## src/rtl/alavanca2serial.sv

```systemverilog
// Lever serial transmitter: packs two signed 16-bit lever values into a 6-byte
// 8N1 UART packet (header, al1 hi/lo, al2 hi/lo, XOR checksum) and shifts it out on TX.
module alavanca2serial #(
    parameter int          CLKS_PER_BIT = 434,
    parameter logic [7:0]  HEADER       = 8'hA5
) (
    input  logic        clock,
    input  logic        reset,
    input  logic        enviar,
    input  logic [15:0] al1Bits,
    input  logic [15:0] al2Bits,
    output logic        TX,
    output logic        ocupado,
    output logic        pronto,
    output logic [3:0]  db_estado
);

    localparam int BAUD_W = (CLKS_PER_BIT > 1) ? $clog2(CLKS_PER_BIT) : 1;
    localparam logic [BAUD_W-1:0] BAUD_LAST = BAUD_W'(CLKS_PER_BIT - 1);

    typedef enum logic [3:0] {
        IDLE  = 4'd0,
        LOAD  = 4'd1,
        START = 4'd2,
        DATA  = 4'd3,
        STOP  = 4'd4,
        NEXT  = 4'd5,
        FIM   = 4'd6
    } state_t;

    state_t            state_reg, state_next;
    logic [BAUD_W-1:0] baud_reg, baud_next;
    logic [2:0]        bit_idx_reg, bit_idx_next;
    logic [2:0]        byte_idx_reg, byte_idx_next;
    logic [47:0]       shift_reg, shift_next;
    logic              tx_reg, tx_next;
    logic              ocupado_reg, ocupado_next;
    logic              pronto_reg, pronto_next;
    logic [7:0]        chk;
    logic              baud_tick;

    generate
        for (genvar gi = 0; gi < 8; gi++) begin : g_chk
            assign chk[gi] = al1Bits[gi + 8] ^ al1Bits[gi] ^ al2Bits[gi + 8] ^ al2Bits[gi];
        end
    endgenerate

    assign baud_tick = (baud_reg == BAUD_LAST);

    always_ff @(posedge clock) begin
        if (reset) begin
            state_reg    <= IDLE;
            baud_reg     <= '0;
            bit_idx_reg  <= '0;
            byte_idx_reg <= '0;
            shift_reg    <= '0;
            tx_reg       <= 1'b1;
            ocupado_reg  <= 1'b0;
            pronto_reg   <= 1'b0;
        end else begin
            state_reg    <= state_next;
            baud_reg     <= baud_next;
            bit_idx_reg  <= bit_idx_next;
            byte_idx_reg <= byte_idx_next;
            shift_reg    <= shift_next;
            tx_reg       <= tx_next;
            ocupado_reg  <= ocupado_next;
            pronto_reg   <= pronto_next;
        end
    end

    always_comb begin
        state_next    = state_reg;
        baud_next     = '0;
        bit_idx_next  = bit_idx_reg;
        byte_idx_next = byte_idx_reg;
        shift_next    = shift_reg;
        case (state_reg)
            IDLE: begin
                if (enviar) state_next = LOAD;
            end
            LOAD: begin
                // Byte 0 sits in the low 8 bits; each DATA bit shifts right by one.
                shift_next    = {chk, al2Bits[7:0], al2Bits[15:8],
                                 al1Bits[7:0], al1Bits[15:8], HEADER};
                byte_idx_next = '0;
                bit_idx_next  = '0;
                state_next    = START;
            end
            START: begin
                baud_next = baud_reg + 1'b1;
                if (baud_tick) begin
                    baud_next  = '0;
                    state_next = DATA;
                end
            end
            DATA: begin
                baud_next = baud_reg + 1'b1;
                if (baud_tick) begin
                    baud_next  = '0;
                    shift_next = shift_reg >> 1;
                    if (bit_idx_reg == 3'd7) begin
                        bit_idx_next = '0;
                        state_next   = STOP;
                    end else begin
                        bit_idx_next = bit_idx_reg + 3'd1;
                    end
                end
            end
            STOP: begin
                baud_next = baud_reg + 1'b1;
                if (baud_tick) begin
                    baud_next  = '0;
                    state_next = NEXT;
                end
            end
            NEXT: begin
                if (byte_idx_reg == 3'd5) begin
                    state_next = FIM;
                end else begin
                    byte_idx_next = byte_idx_reg + 3'd1;
                    state_next    = START;
                end
            end
            FIM: begin
                state_next = IDLE;
            end
            default: begin
                state_next = IDLE;
            end
        endcase
    end

    // Outputs are registered from the current state, so the line lags the FSM by one cycle.
    always_comb begin
        tx_next      = 1'b1;
        ocupado_next = (state_reg != IDLE);
        pronto_next  = (state_reg == FIM);
        if (state_reg == START) begin
            tx_next = 1'b0;
        end else if (state_reg == DATA) begin
            tx_next = shift_reg[0];
        end
    end

    assign TX        = tx_reg;
    assign ocupado   = ocupado_reg;
    assign pronto    = pronto_reg;
    assign db_estado = state_reg;

endmodule

```

## config.mk

```make
export PLATFORM = sky130hd
export DESIGN_NAME = alavanca2serial
export DESIGN_NICKNAME = d
export VERILOG_FILES = /design/src/rtl/alavanca2serial.sv
export SDC_FILE = /design/constraint.sdc
export NUM_CORES = 1
export LEC_CHECK = 0
export BUFFER_PORTS_ARGS = -buffer_cell sky130_fd_sc_hd__clkbuf_2
export CORE_UTILIZATION = 25
export CTS_CLUSTER_DIAMETER = 80
export CTS_CLUSTER_SIZE = 16
export DETAILED_ROUTE_END_ITERATION = 16
export PLACE_DENSITY = 0.41
export SLEW_MARGIN = 40
export SYNTH_ARGS = -nofsm -noshare
export SYNTH_HDL_FRONTEND = slang
export SYNTH_SLANG_ARGS = --single-unit
```

## constraint.sdc

```tcl
create_clock -name clock -period 4.6 [get_ports clock]
set_input_delay 1.15 -clock clock [delete_from_list [all_inputs] [get_ports clock]]
set_output_delay 1.15 -clock clock [all_outputs]
set_load 0.005 [all_outputs]
```

==> impl_metrics.json <==
{
  "synthToLayoutAreaGrowth_pct": 18.3,
  "maxCapViolCount": 0,
  "insertion_delay_ns": 0.33,
  "grt_pass1_wl_mm": 15.4,
  "synth_xor_area_frac": 0.0770,
  "placed_cells": 612,
  "cp-end-kind": "flip-flop",
  "r2r_slack_ns": 2.16,
  "yosysMostFrequentCell": "nand3_1",
  "fin_crit_ns": 2.44,
  "yosysSeqAreaShare": 0.392,
  "cts.repair.resized": 0,
  "setup_viol": 0,
  "antenna_found_initial": 0,
  "hold_viol": 0,
  "via_per_inst": 4.89,
  "yosys.area.top_type": "dfxtp_1",
  "wl_mm": 9.44,
  "grt_max_degree": 68,
  "power_density_nw_per_um2": 379,
  "vias": 3071,
  "synth-seq-cells": 69,
  "relSlewSlack": 0.521,
  "max_freq_mhz": 410,
  "cts_hold_buf": 0,
  "port_buffers": 40,
  "cts_root_buffer": "clkbuf_16",
  "dp_hpwl_mm": 5.89,
  "cts_buffers": 9,
  "grt_pass1_vias": 2964,
  "netlist_area_sq_um": 3520,
  "worst_pin_slew_ns": 0.718,
  "h-tree-depth": 3,
  "start_kind": "flip-flop",
  "gp_congestion": 0.677,
  "die_y_um": 121,
  "vdd_drop_max_mv": 0.185,
  "synth_flop_cell": "dfxtp_1",
  "dieArea_sq_um": 14600,
  "cp_data_required_time_ns": 4.78,
  "synth_top_area_share": 0.392,
  "async_flop_share": 0,
  "synthSimpleGateAreaFrac": 0.239,
  "drc": 0,
  "fin_nets": 484,
  "ioPinCount": 42,
  "post_cts_buffers": 0,
  "setup_tns_ns": 0,
  "hold_path.class": "flip-flop to flip-flop",
  "core_sq_um": 13800,
  "ys_warn_count": 0,
  "synth_nets": 466,
  "avgSynthCellArea_sq_um": 8.29,
  "gr-usage-all-layers": 0.135,
  "yosys-top-cells-area": "dfxtp_1 (39%), nand3_1 (10%), nor3b_1 (6.8%)",
  "fin_skew_ns": 0.00777,
  "synth_common_cells": "nand3_1 (72), dfxtp_1 (69), a21oi_1 (38), a31oi_1 (33), nor3b_1 (32)",
  "rsz0062_at_grt": "no",
  "overflow": 0,
  "num_rows": 43,
  "drtIter0Drc": 118,
  "path_class": "flip-flop to flip-flop",
  "first_pass_iters": 4,
  "p_leak_nw": 1.33,
  "start_util": 0.255,
  "cp_max_fo": 66,
  "syn_inst": 425,
  "synth_top_family_by_area": "simple AND/OR/NAND/NOR gates",
  "clkTransAtPathRegs_ns": 0.06,
  "cts_max_path_buffers": 2,
  "arrival_ns": 2.62,
  "synth-edff-count": 0,
  "finalInstanceArea_sq_um": 4170,
  "synth_cell_types": 42,
  "slew_viol_final": 0,
  "drive_gt1_frac": 0.172,
  "largest_reg_flops": 48,
  "final_cells": 628,
  "fp.dieW_um": 121,
  "cts_tree": "done",
  "synth_mux_area_frac": 0.0199,
  "synth-compound-area-share": 0.186,
  "clock_sinks": 69,
  "diodes": 0,
  "finalCritPeriodShare": 0.530,
  "synthAdderAreaFrac": 0.0213,
  "dpl_cell_area_sq_um": 3840,
  "status": "finished, final reports clean",
  "detail-route-antenna-nets": 0,
  "detail_route.wl_per_cell_um": 15.0
}
-- critical path, cell delays in order, from the launching register on --
cell     delay, ns
dfxtp_2       0.42
buf_4         0.60
inv_1         0.26
nor2_4        0.16
buf_4         0.46
mux2i_1       0.26
o22ai_1       0.09
-- through the flow --
stage | power, mW | hold slack (ns) | utilization | setup slack [ns]
after floorplan | 0.783 | 0.438 | - | 2.48
after global placement | 0.839 | 0.455 | 0.278 | 1.99
after detailed placement | 0.841 | 0.459 | 0.278 | 2.10
after CTS | 1.60 | 0.467 | 0.302 | 2.15
after global routing | 1.65 | 0.481 | 0.302 | 1.97
final | 1.58 | 0.463 | 0.302 | 2.16
-- per-layer routing --
metal  up-vias  wire (um)  track usage
met5         -          0            0
met4         0         92       0.0394
met3         5        235       0.0283
met2        47       4330        0.212
met1      1449       4780        0.186
li1       1570          -            -
-- layout make-up --
cell class	instances	area [sq um]
Timing Repair Buffer	47	253
Sequential cell	69	1380
Multi-Input combinational cell	303	1930
Clock inverter	6	86.3
Clock buffer	10	239
Tap cell	180	225
Fill cell	1471	9660
Inverter	13	48.8
-- cells in the final DEF, fill, tap and decap left out, types with 4 or more instances in the layout --
| master | netlist | layout |
|---|---|---|
| o22ai_1 | 7 | 7 |
| a31oi_1 | 33 | 33 |
| inv_1 | 12 | 12 |
| o32ai_1 | 5 | 5 |
| buf_4 | 1 | 7 |
| a21oi_1 | 38 | 38 |
| nand3_1 | 72 | 72 |
| mux2i_1 | 7 | 7 |
| xor2_1 | 9 | 9 |
| dfxtp_1 | 69 | 68 |
| o221a_2 | 4 | 4 |
| nor2_1 | 19 | 17 |
| ha_1 | 6 | 6 |
| clkbuf_2 | 0 | 40 |
| nor3b_1 | 32 | 32 |
| nand2_1 | 22 | 22 |
| xnor2_1 | 22 | 22 |
| clkbuf_16 | 0 | 9 |
-- logic make-up (layout without fill, tap and decap cells) --
family,after synthesis,count (layout)
other,1,1
DFF,69,69
adders and majority gates,6,6
xor gates and xnor gates,31,31
AOI/OAI and AO/OA,100,100
muxes,7,7
and+or+nand+nor,158,158
buffers and inverters,53,76
-- worst paths after layout --
check / from / to / cells after the start
worst min-delay path: shift_reg[47] / shift_reg[47] / 2
worst max-delay path: db_estado[1] / shift_reg[42] / 6
worst max register to register: db_estado[1] / shift_reg[42] / 6
worst min register to register: shift_reg[47] / shift_reg[47] / 2
-- report_power, final --
| part | switching, mW | leakage [nW] | internal, mW |
|---|---|---|---|
| Combinational | 0.104 | 0.606 | 0.0723 |
| Sequential | 0.0226 | 0.561 | 0.628 |
| Clock | 0.267 | 0.158 | 0.488 |
No activity file was read; power rests on OpenSTA's default activity.
